--- config.mk ---
export PLATFORM = sky130hd
export DESIGN_NAME = mem_cycle_sequencer
export DESIGN_NICKNAME = d
export VERILOG_FILES = /design/src/rtl/bus_pkg.sv /design/src/rtl/mem_cycle_sequencer_phase_counter.sv /design/src/rtl/mem_cycle_sequencer.sv
export SDC_FILE = /design/constraint.sdc
export NUM_CORES = 1
export LEC_CHECK = 0
export BUFFER_PORTS_ARGS = -buffer_cell sky130_fd_sc_hd__buf_2
export CAP_MARGIN = 20
export CORE_ASPECT_RATIO = 1.1
export CORE_MARGIN = 4
export CORE_UTILIZATION = 50
export DETAILED_ROUTE_END_ITERATION = 16
export GPL_TIMING_DRIVEN = 0
export PLACE_DENSITY_LB_ADDON = 0.25
export SYNTH_ARGS = -nofsm -noshare
export SYNTH_HDL_FRONTEND = slang
export SYNTH_HIERARCHICAL = 1
export SYNTH_SLANG_ARGS = --single-unit
--- constraint.sdc ---
create_clock -name Clock -period 2.15 [get_ports Clock]
set_input_delay 0.215 -clock Clock [delete_from_list [all_inputs] [get_ports Clock]]
set_output_delay 0.215 -clock Clock [all_outputs]
set_load 0.03 [all_outputs]
--- src/rtl/bus_pkg.sv ---
// ---------------------------------------------------------------------------
// bus_pkg
// Shared types and helpers for the external-memory cycle sequencer.
//   mem_state_t   : sequencer phase (IDLE, ADDR, WAIT, DATA, TURN)
//   strobe_t      : pad/strobe bundle {MemEn, ENB, ALE, nME, nOE, nWE}
//   STROBE_IDLE   : every strobe inactive (also used for bus turnaround)
//   strobe_decode : Moore decode of phase + captured direction to strobes
//   max_int       : larger of two integers (used for counter sizing)
//   clamp_len     : burst length with 0 -> 1 and oversize -> maximum
// ---------------------------------------------------------------------------
package bus_pkg;

  typedef enum logic [2:0] {
    IDLE = 3'd0,
    ADDR = 3'd1,
    WAIT = 3'd2,
    DATA = 3'd3,
    TURN = 3'd4
  } mem_state_t;

  typedef struct packed {
    logic MemEn;
    logic ENB;
    logic ALE;
    logic nME;
    logic nOE;
    logic nWE;
  } strobe_t;

  localparam strobe_t STROBE_IDLE = '{MemEn: 1'b0, ENB: 1'b0, ALE: 1'b0,
                                      nME: 1'b1, nOE: 1'b1, nWE: 1'b1};

  // Reads drive the pad inputs and pull nOE; writes drive the pads and pull nWE.
  function automatic strobe_t strobe_decode(input mem_state_t st, input logic wr);
    strobe_t s;
    s = STROBE_IDLE;
    case (st)
      ADDR: begin
        s.MemEn = 1'b1;
        s.ALE   = 1'b1;
        s.nME   = 1'b0;
      end
      WAIT, DATA: begin
        if (wr) begin
          s.MemEn = 1'b1;
          s.nME   = 1'b0;
          s.nWE   = 1'b0;
        end else begin
          s.ENB   = 1'b1;
          s.nME   = 1'b0;
          s.nOE   = 1'b0;
        end
      end
      default: s = STROBE_IDLE;
    endcase
    return s;
  endfunction

  function automatic int max_int(input int a, input int b);
    return (a > b) ? a : b;
  endfunction

  function automatic int clamp_len(input int len, input int max_len);
    int r;
    if (len == 0) begin
      r = 1;
    end else if (len > max_len) begin
      r = max_len;
    end else begin
      r = len;
    end
    return r;
  endfunction

endpackage

--- src/rtl/mem_cycle_sequencer_phase_counter.sv ---
// ---------------------------------------------------------------------------
// phase_counter
// Loadable down-counter with a zero flag. Load has priority over decrement;
// decrement saturates at zero.
//   clk      in   clock, rising edge
//   rst      in   synchronous active-high reset (count -> 0)
//   load     in   load load_val this edge
//   load_val in   W-bit value to load
//   dec      in   decrement this edge (ignored while loading)
//   zero     out  count is zero
// ---------------------------------------------------------------------------
module phase_counter #(
  parameter int W = 4
) (
  input  logic         clk,
  input  logic         rst,
  input  logic         load,
  input  logic [W-1:0] load_val,
  input  logic         dec,
  output logic         zero
);

  logic [W-1:0] count_r;

  // Count register: reset, load, or saturating decrement.
  always_ff @(posedge clk) begin
    if (rst) begin
      count_r <= '0;
    end else if (load) begin
      count_r <= load_val;
    end else if (dec && (count_r != '0)) begin
      count_r <= count_r - W'(1);
    end else begin
      count_r <= count_r;
    end
  end

  assign zero = (count_r == '0);

endmodule

--- src/rtl/mem_cycle_sequencer.sv ---
// ---------------------------------------------------------------------------
// mem_cycle_sequencer
// External-memory cycle sequencer for the multiplexed address/data bus.
// Each word runs ADDR (ALE) -> WAIT -> DATA (until Ready) -> TURN; bursts
// re-run ADDR per word. A DATA phase without Ready for TIMEOUT cycles aborts
// the request with an Err/Done pulse in the following TURN cycle.
// Ports:
//   Clock   in   rising-edge clock
//   Reset   in   synchronous active-high reset
//   Req     in   request, sampled only in IDLE
//   ReqWr   in   1 = write, 0 = read (captured with Req)
//   ReqLen  in   burst length (0 -> 1, > BURST_MAX -> BURST_MAX)
//   Ready   in   memory ready, sampled in DATA
//   Busy    out  not IDLE
//   Ack     out  word complete (DATA && Ready)
//   AddrInc out  advance external address counter (same as Ack)
//   Done    out  last word's Ack, or abort
//   Err     out  timeout abort
//   MemEn, ENB, ALE, nME, nOE, nWE  out  pad strobes
// ---------------------------------------------------------------------------
module mem_cycle_sequencer
  import bus_pkg::*;
#(
  parameter int ADDR_CYCLES = 2,
  parameter int WAIT_STATES = 2,
  parameter int TURN_CYCLES = 1,
  parameter int BURST_MAX   = 4,
  parameter int TIMEOUT     = 15,
  parameter int LEN_W       = $clog2(BURST_MAX + 1)
) (
  input  logic             Clock,
  input  logic             Reset,
  input  logic             Req,
  input  logic             ReqWr,
  input  logic [LEN_W-1:0] ReqLen,
  input  logic             Ready,
  output logic             Busy,
  output logic             Ack,
  output logic             AddrInc,
  output logic             Done,
  output logic             Err,
  output logic             MemEn,
  output logic             ENB,
  output logic             ALE,
  output logic             nME,
  output logic             nOE,
  output logic             nWE
);

  // One counter width covers every phase length and the timeout.
  localparam int PH_MAX = max_int(max_int(ADDR_CYCLES, WAIT_STATES),
                                  max_int(TURN_CYCLES, TIMEOUT));
  localparam int CNT_W  = $clog2(PH_MAX + 1);

  // Counters are loaded with length-1 so the zero flag marks a phase's last cycle.
  localparam logic [CNT_W-1:0] ADDR_LOAD = CNT_W'(ADDR_CYCLES - 1);
  localparam logic [CNT_W-1:0] WAIT_LOAD = CNT_W'((WAIT_STATES > 0) ? (WAIT_STATES - 1) : 0);
  localparam logic [CNT_W-1:0] TURN_LOAD = CNT_W'(TURN_CYCLES - 1);
  localparam logic [CNT_W-1:0] TO_LOAD   = CNT_W'(TIMEOUT - 1);

  mem_state_t       state_r;
  mem_state_t       state_nxt_s;
  logic             wr_r;
  logic             wr_nxt_s;
  logic [LEN_W-1:0] words_r;
  logic [LEN_W-1:0] words_nxt_s;
  logic             err_r;
  logic             busy_r;
  strobe_t          strobe_r;
  logic             timeout_s;
  logic             ack_s;

  logic             ph_load_s;
  logic [CNT_W-1:0] ph_val_s;
  logic             ph_dec_s;
  logic             ph_zero_s;
  logic             to_load_s;
  logic             to_dec_s;
  logic             to_zero_s;

  // Shared ADDR/WAIT/TURN phase-length counter.
  phase_counter #(.W(CNT_W)) u_phase (
    .clk      (Clock),
    .rst      (Reset),
    .load     (ph_load_s),
    .load_val (ph_val_s),
    .dec      (ph_dec_s),
    .zero     (ph_zero_s)
  );

  // DATA-phase timeout counter (counts Ready-low DATA cycles).
  phase_counter #(.W(CNT_W)) u_timeout (
    .clk      (Clock),
    .rst      (Reset),
    .load     (to_load_s),
    .load_val (TO_LOAD),
    .dec      (to_dec_s),
    .zero     (to_zero_s)
  );

  // Next-state, capture and counter-control decode.
  always_comb begin
    state_nxt_s = state_r;
    wr_nxt_s    = wr_r;
    words_nxt_s = words_r;
    timeout_s   = 1'b0;
    ph_load_s   = 1'b0;
    ph_val_s    = ADDR_LOAD;
    ph_dec_s    = 1'b0;
    to_load_s   = 1'b0;
    to_dec_s    = 1'b0;
    case (state_r)
      IDLE: begin
        if (Req) begin
          state_nxt_s = ADDR;
          wr_nxt_s    = ReqWr;
          words_nxt_s = LEN_W'(clamp_len(int'(ReqLen), BURST_MAX));
          ph_load_s   = 1'b1;
          ph_val_s    = ADDR_LOAD;
        end else begin
          state_nxt_s = IDLE;
        end
      end
      ADDR: begin
        if (!ph_zero_s) begin
          ph_dec_s = 1'b1;
        end else if (WAIT_STATES == 0) begin
          state_nxt_s = DATA;
          to_load_s   = 1'b1;
        end else begin
          state_nxt_s = WAIT;
          ph_load_s   = 1'b1;
          ph_val_s    = WAIT_LOAD;
        end
      end
      WAIT: begin
        if (ph_zero_s) begin
          state_nxt_s = DATA;
          to_load_s   = 1'b1;
        end else begin
          ph_dec_s = 1'b1;
        end
      end
      DATA: begin
        // Ready on the expiry cycle completes the word rather than aborting.
        if (Ready) begin
          state_nxt_s = TURN;
          words_nxt_s = words_r - LEN_W'(1);
          ph_load_s   = 1'b1;
          ph_val_s    = TURN_LOAD;
        end else if (to_zero_s) begin
          state_nxt_s = TURN;
          words_nxt_s = '0;
          timeout_s   = 1'b1;
          ph_load_s   = 1'b1;
          ph_val_s    = TURN_LOAD;
        end else begin
          to_dec_s = 1'b1;
        end
      end
      TURN: begin
        if (!ph_zero_s) begin
          ph_dec_s = 1'b1;
        end else if (words_r != '0) begin
          state_nxt_s = ADDR;
          ph_load_s   = 1'b1;
          ph_val_s    = ADDR_LOAD;
        end else begin
          state_nxt_s = IDLE;
        end
      end
      default: begin
        state_nxt_s = IDLE;
      end
    endcase
  end

  // Sequencer state plus registered Moore outputs, decoded from the next state.
  always_ff @(posedge Clock) begin
    if (Reset) begin
      state_r  <= IDLE;
      wr_r     <= 1'b0;
      words_r  <= '0;
      err_r    <= 1'b0;
      busy_r   <= 1'b0;
      strobe_r <= STROBE_IDLE;
    end else begin
      state_r  <= state_nxt_s;
      wr_r     <= wr_nxt_s;
      words_r  <= words_nxt_s;
      err_r    <= timeout_s;
      busy_r   <= (state_nxt_s != IDLE);
      strobe_r <= strobe_decode(state_nxt_s, wr_nxt_s);
    end
  end

  // Ack is the only combinational output; suppressed while reset is applied.
  assign ack_s   = (state_r == DATA) && Ready && !Reset;
  assign Ack     = ack_s;
  assign AddrInc = ack_s;
  assign Done    = (ack_s && (words_r == LEN_W'(1))) || err_r;
  assign Err     = err_r;
  assign Busy    = busy_r;
  assign MemEn   = strobe_r.MemEn;
  assign ENB     = strobe_r.ENB;
  assign ALE     = strobe_r.ALE;
  assign nME     = strobe_r.nME;
  assign nOE     = strobe_r.nOE;
  assign nWE     = strobe_r.nWE;

endmodule
## Word level (Yosys, flattened, before mapping)

Index checks and enable logic that the tools add are counted.
W data, S select, Z words.

- Register bits: 23
- Bits of input ports: 8
- Output and inout bits: 11
- Logic and storage cells: 96

- Add/sub/neg operators: 3
- Magnitude comparators: 1
- Eq/ne operators: 10
- Multiplexer cells: 41
- Bitwise operators: 2
- Reduce and logical (&&, ||, !) cells: 25

Operators by type and width:

| cell | number |
|---|---|
| $mux W3 | 10 |
| $mux W1 | 23 |
| $mux W4 | 4 |
| $pmux W3 S5 | 1 |
| $eq A3 B2 Y1 const B | 4 |
| $eq A3 B1 Y1 const B | 3 |
| $reduce_or A3 Y1 | 3 |
| $logic_not A4 Y1 | 2 |
| $reduce_bool A4 Y1 | 2 |
| $sub A4 B1 Y4 const B | 2 |
| $logic_not A3 Y1 | 2 |
| $pmux W3 S2 | 1 |
| $reduce_bool A2 Y1 | 3 |
| $reduce_bool A3 Y1 | 2 |
| $reduce_or A2 Y1 | 3 |
| $logic_and A1 B1 Y1 | 5 |
| $pmux W1 S4 | 1 |
| $eq A3 B3 Y1 const B | 1 |
| $gt A3 B3 Y1 const B | 1 |
| $ne A3 B3 Y1 const B | 1 |
| $reduce_and A3 Y1 | 1 |
| $sub A3 B1 Y3 const B | 1 |
| $ne A2 B2 Y1 const B | 1 |
| $not A1 Y1 | 2 |
| other kinds (3) | 3 |

## Longest topological paths before layout

- Word-level depth: 8
- Mapped depth: 10
- Gate-level depth less buffers: 10

## Hierarchy

The synthesis kept the hierarchy.

Modules (own cells, without submodules):

| module | instances | cells an instance | area each (µm²) | sequential area each (µm²) |
|---|---|---|---|---|
| mem_cycle_sequencer | 1 | 87 | 823.3 | 300.3 |
| phase_counter | 2 | 29 | 262.8 | 80.1 |

## Least setup slack after synthesis

Ideal clock, no wire load.

- Path kind: register -> register
- Start: register u_timeout.count_r[1]
- End: register u_timeout.count_r[3]
- Library setup time: 125 ps
- Arrival: 2,090 ps
- Data required time: 2,025 ps
- Path slack: -65 ps
- Cell stages (with the launch flop): 10
- Buffers on the path: 0
- Clock period less this slack: 2,215 ps
- Cell sequence: dfxtp_1 -> inv_1 -> ha_1 -> or3b_4 -> inv_1 -> or3_1 -> inv_1 -> nor4b_2 -> mux2i_1 -> a211oi_1

- Longest elaborated chain between the ends: 6
- Elaborated cells between the ends (all ways): 10
- Classes of those cells: add/sub: 1; mux: 5; reduce/logical: 4

RTL lines:

| element | RTL line | source |
|---|---|---|
| from (decl) | mem_cycle_sequencer_phase_counter.sv:23 | `logic [W-1:0] count_r;` |
| from (signal assigned) | mem_cycle_sequencer_phase_counter.sv:30 | `count_r <= load_val;` |
| from (signal assigned) | mem_cycle_sequencer_phase_counter.sv:32 | `count_r <= count_r - W'(1);` |
| from (signal assigned) | mem_cycle_sequencer_phase_counter.sv:34 | `count_r <= count_r;` |
| $logic_not A4 Y1 | mem_cycle_sequencer_phase_counter.sv:38 | `assign zero = (count_r == '0);` |
| net to_zero_s | mem_cycle_sequencer.sv:79 | `logic to_zero_s;` |
| $mux W1 | mem_cycle_sequencer.sv:151 | `end else if (to_zero_s) begin` |
| $mux W1 | mem_cycle_sequencer.sv:146 | `if (Ready) begin` |
| $mux W1 | mem_cycle_sequencer.sv:112 | `case (state_r)` |
| net to_dec_s | mem_cycle_sequencer.sv:78 | `logic to_dec_s;` |
| $logic_and A1 B1 Y1 | mem_cycle_sequencer_phase_counter.sv:31 | `end else if (dec && (count_r != '0)) begin` |
| $reduce_bool A2 Y1 (no source line) | -- |  |

The timed path passes the listed nets, and every way through them passes these cells. The select of a mux whose other input is x is not followed.
A chain may end at the register's enable or synchronous reset.

## Worst setup path after layout

- Start: register u_timeout.count_r[1]
- End: register u_phase.count_r[1]

- Longest elaborated chain between the ends: 5
- Elaborated cells between the ends (all ways): 6
- Classes of those cells: mux: 4; reduce/logical: 2

RTL lines:

| element | RTL line | source |
|---|---|---|
| $logic_not A4 Y1 * | mem_cycle_sequencer_phase_counter.sv:38 |  |
| net to_zero_s | mem_cycle_sequencer.sv:79 |  |
| $mux W1 * | mem_cycle_sequencer.sv:151 |  |
| $mux W1 * | mem_cycle_sequencer.sv:146 |  |
| $pmux W1 S4 * | mem_cycle_sequencer.sv:112 |  |
| net ph_load_s | mem_cycle_sequencer.sv:73 | `logic ph_load_s;` |
| $mux W4 / $reduce_bool A2 Y1 (equally long branches) | -- |  |
| to (signal assigned) | mem_cycle_sequencer_phase_counter.sv:30 |  |
| to (signal assigned) | mem_cycle_sequencer_phase_counter.sv:32 |  |
| to (signal assigned) | mem_cycle_sequencer_phase_counter.sv:34 |  |
| to (decl) | mem_cycle_sequencer_phase_counter.sv:23 |  |

The timed path passes the listed nets; every way through them passes the cells marked *.

==> key figures <==
Status
  • Status: finished clean

Timing
  • Period utilisation layout: 0.956
  • Final Slew Violations: 0
  • Peak Freq: 487 MHz
  • Final Critical Period: 2.05 ns
  • Final Hold Vio Count: 0
  • Setup violations, final: 0
  • Skew final: 0.0109 ns
  • Setup TNS: 0 ns

Hold path
  • Worst Hold Class: in -> reg
  • Worst Hold End: Err
  • Hold depth: 2
  • Hold Path Origin: Ready

Global routing
  • GRT Util Overall: 0.160
  • Antenna violations before repair: 0
  • Vias in the first global route: 1111
  • Total congestion overflow: 0
  • Global-route wire length before repair: 4750 µm
  • Largest net degree at the start of global routing: 14

Worst setup path
  • Critical Path Source: u_timeout/count_r[1]
  • Levels on crit path: 9
  • CP Launch Type: flop
  • Critical path fanouts, max: 4
  • Critical Path AT: 2.27 ns
  • Worst reg2reg endpoint: u_phase/count_r[1]
  • Crit path cell chain: inv_4, ha_4, or3b_4, inv_4, o211ai_1, a21oi_4, a31o_4, nor3_1, a311o_1
  • CP required: 2.37 ns
  • R2R Path Start: u_timeout/count_r[1]
  • CP bufs+invs: 2
  • Cell family with most CP delay: compound AO/OA/AOI/OAI gates
  • Worst path max stage delay: 0.42 ns
  • Worst reg2reg path depth: 9
  • Worst setup path class: reg -> reg
  • CP max stage cell: or3b_4
  • Top cell by count, worst path: inv_4
  • Reg-to-reg setup timing slack: 0.1 ns
  • Crit end category: flop

Yosys
  • Synth cell types: 44
  • Area leader, netlist: dfxtp_1
  • Sequential share of the synthesized area: 0.341
  • Mapped cell area: 1350 µm²
  • Mapped Avg Cell Area: 9.30 µm²
  • Area share of the largest cell type after synthesis: 0.341
  • #FFs+latches synth: 23
  • Post-Synthesis Cells: 145
  • Yosys warning count: 6
  • Leading post-synthesis cells by cell area: dfxtp_1 34%, nor2_1 5.3%, ha_1 4.6%, inv_1 4.5%, a2111oi_4 4.1%

Clock network
  • Clock latency on the worst-skew pair: 0.31 ns
  • CTS tree: done
  • Cts hold-fix bufs: 0
  • CTS max path bufs: 2
  • Root Driver: clkbuf_4
  • Clock transition at path regs: 0.13 ns
  • Clk sinks: 23
  • CTS H-Tree Depth: 1
  • Cts bufs inserted: 3

Layout
  • Most frequent cells in the layout: 21 x dfxtp_1, 19 x buf_2, 17 x nor2_1, 16 x buf_4, 9 x inv_1
  • Final Cell Area: 1720 µm²
  • Ant. Diodes: 0
  • Commonest non-fill, non-tap cell in the layout: dfxtp_1
  • Layout cells sized above 1: 0.387
  • Nets: 200
  • Area Overhead vs Synth: 27.6%

Die
  • Die Y: 62.5 µm
  • Row cnt: 19
  • Core Box Area: 2540 µm²
  • I/O pins: 19
  • Die Wd: 57.5 µm
  • Initial core utilization: 0.530
  • Die area: 3590 µm²

Power
  • Power per cell area: 1060 nW/µm²
  • Peak supply drop: 804 µV
  • Static Leak: 0.726 nW
  • Final Power: 1.83 mW

Route
  • WL per Instance: 13.1 µm
  • Drt pass-1 iters: 4
  • Drc violations: 0
  • Drt via density: 5.35
  • Drt initial violations: 31
  • Via Count: 1161
  • Detail Route Antenna Nets: 0
  • Final WL: 2840 µm

Run
  • Max-Cap Viols: 0

Place
  • I/O Buffers: 18
  • Placed Area: 1510 µm²
  • HPWL after DPL: 1960 µm
  • Gpl congestion: 0.794
-- per-stage QoR --
step,instances,hold slack [ns],util,setup slack [ns]
floorplan,150,0.287,-,0.00209
global placement,199,0.488,0.593,-0.168
detailed placement,199,0.490,0.593,-0.244
CTS,207,0.149,0.631,0.00232
global route,217,0.146,0.677,-0.00731
finish,217,0.157,0.677,0.0952
-- area by class of cell --
cell class | count | area [µm²]
buffer | 5 | 35.0
inverter | 16 | 68.8
sequential | 23 | 465
tap | 31 | 38.8
fill | 201 | 822
timing repair buffer | 32 | 195
clock buffer | 3 | 22.5
multi-input combinational | 106 | 891
clock inverter | 1 | 5.00
-- worst reg2reg max path: cells and delay by family (launching register included) --
family	cells	cell delay, ns
adder cells (fa/ha/maj)	1	0.14
AO/OA/AOI/OAI	4	0.81
buffers and inverters	2	0.16
flip-flops	1	0.37
AND/OR/NAND/NOR	2	0.49
-- power by group --
group | switching [mW] | internal (mW)
Clock | 0.130 | 0.0695
Combinational | 0.569 | 0.462
Sequential | 0.0647 | 0.532
-- worst max path at each step --
stage and end:
3_5_place_dp u_phase/count_r[1], 6_report u_phase/count_r[1], 3_3_place_gp u_phase/count_r[1], 2_1_floorplan u_phase/count_r[1], 4_1_cts u_timeout/count_r[1], 5_1_grt u_phase/count_r[2]
-- Yosys cell counts --
master and count:
nor2_1 19, a41oi_2 1, nand2b_1 5, or3b_1 1, nand4b_1 2, mux2i_1 3, nor2b_1 2, o211ai_1 2
or4_1 1, nor4b_1 1, conb_1 2, nand2_1 7, inv_1 16, nor4b_2 3, a21o_1 4, a31oi_4 1
nor3b_1 4, buf_2 1, xor2_1 1, clkbuf_1 1, ha_1 5, a311oi_1 4, dfxtp_1 23, and3_1 1
nor3_1 2, a31o_2 2, a31oi_1 2, buf_6 1, o21bai_1 1, and2_1 1, a2111oi_4 2, or3b_4 3
buf_4 2, nand3_1 2, or3_1 1, a21oi_4 1, a21oi_1 2, a311o_1 2, mux2_2 1, a21bo_1 1
nand3b_4 1, o21ai_0 2, a21boi_1 1, a211oi_1 5
-- cell families (layout without fill, tap and decap cells) --
family          after synthesis  count (layout)  synth area share
simple gates                 56              56             0.261
compound gates               33              33             0.238
flops                        23              23             0.341
buf+inv                      21              57            0.0705
fa+ha+maj                     5               5            0.0464
mux                           4               4            0.0306
other cells                   2               7           0.00557
xor+xnor                      1               1           0.00649
-- repair_timing --
action,CTS,global route
setup buffers,4,10
pin swaps,4,7
endpoints found under the setup margin,9,14
gates resized for setup,12,11
-- per-layer routing --
layer  part of all wire  global-route usage
met1               0.44               0.199
met2               0.53               0.268
met3              0.023              0.0331
met4              0.013              0.0522
met5                  0                   0
-- registers in the layout, summed over array words and instances, names as in the netlist, 3 cells and up --
name,cells
words_r,3
state_r,3
u_timeout/count_r,4
u_phase/count_r,4
(Power assumes the default switching activity.)
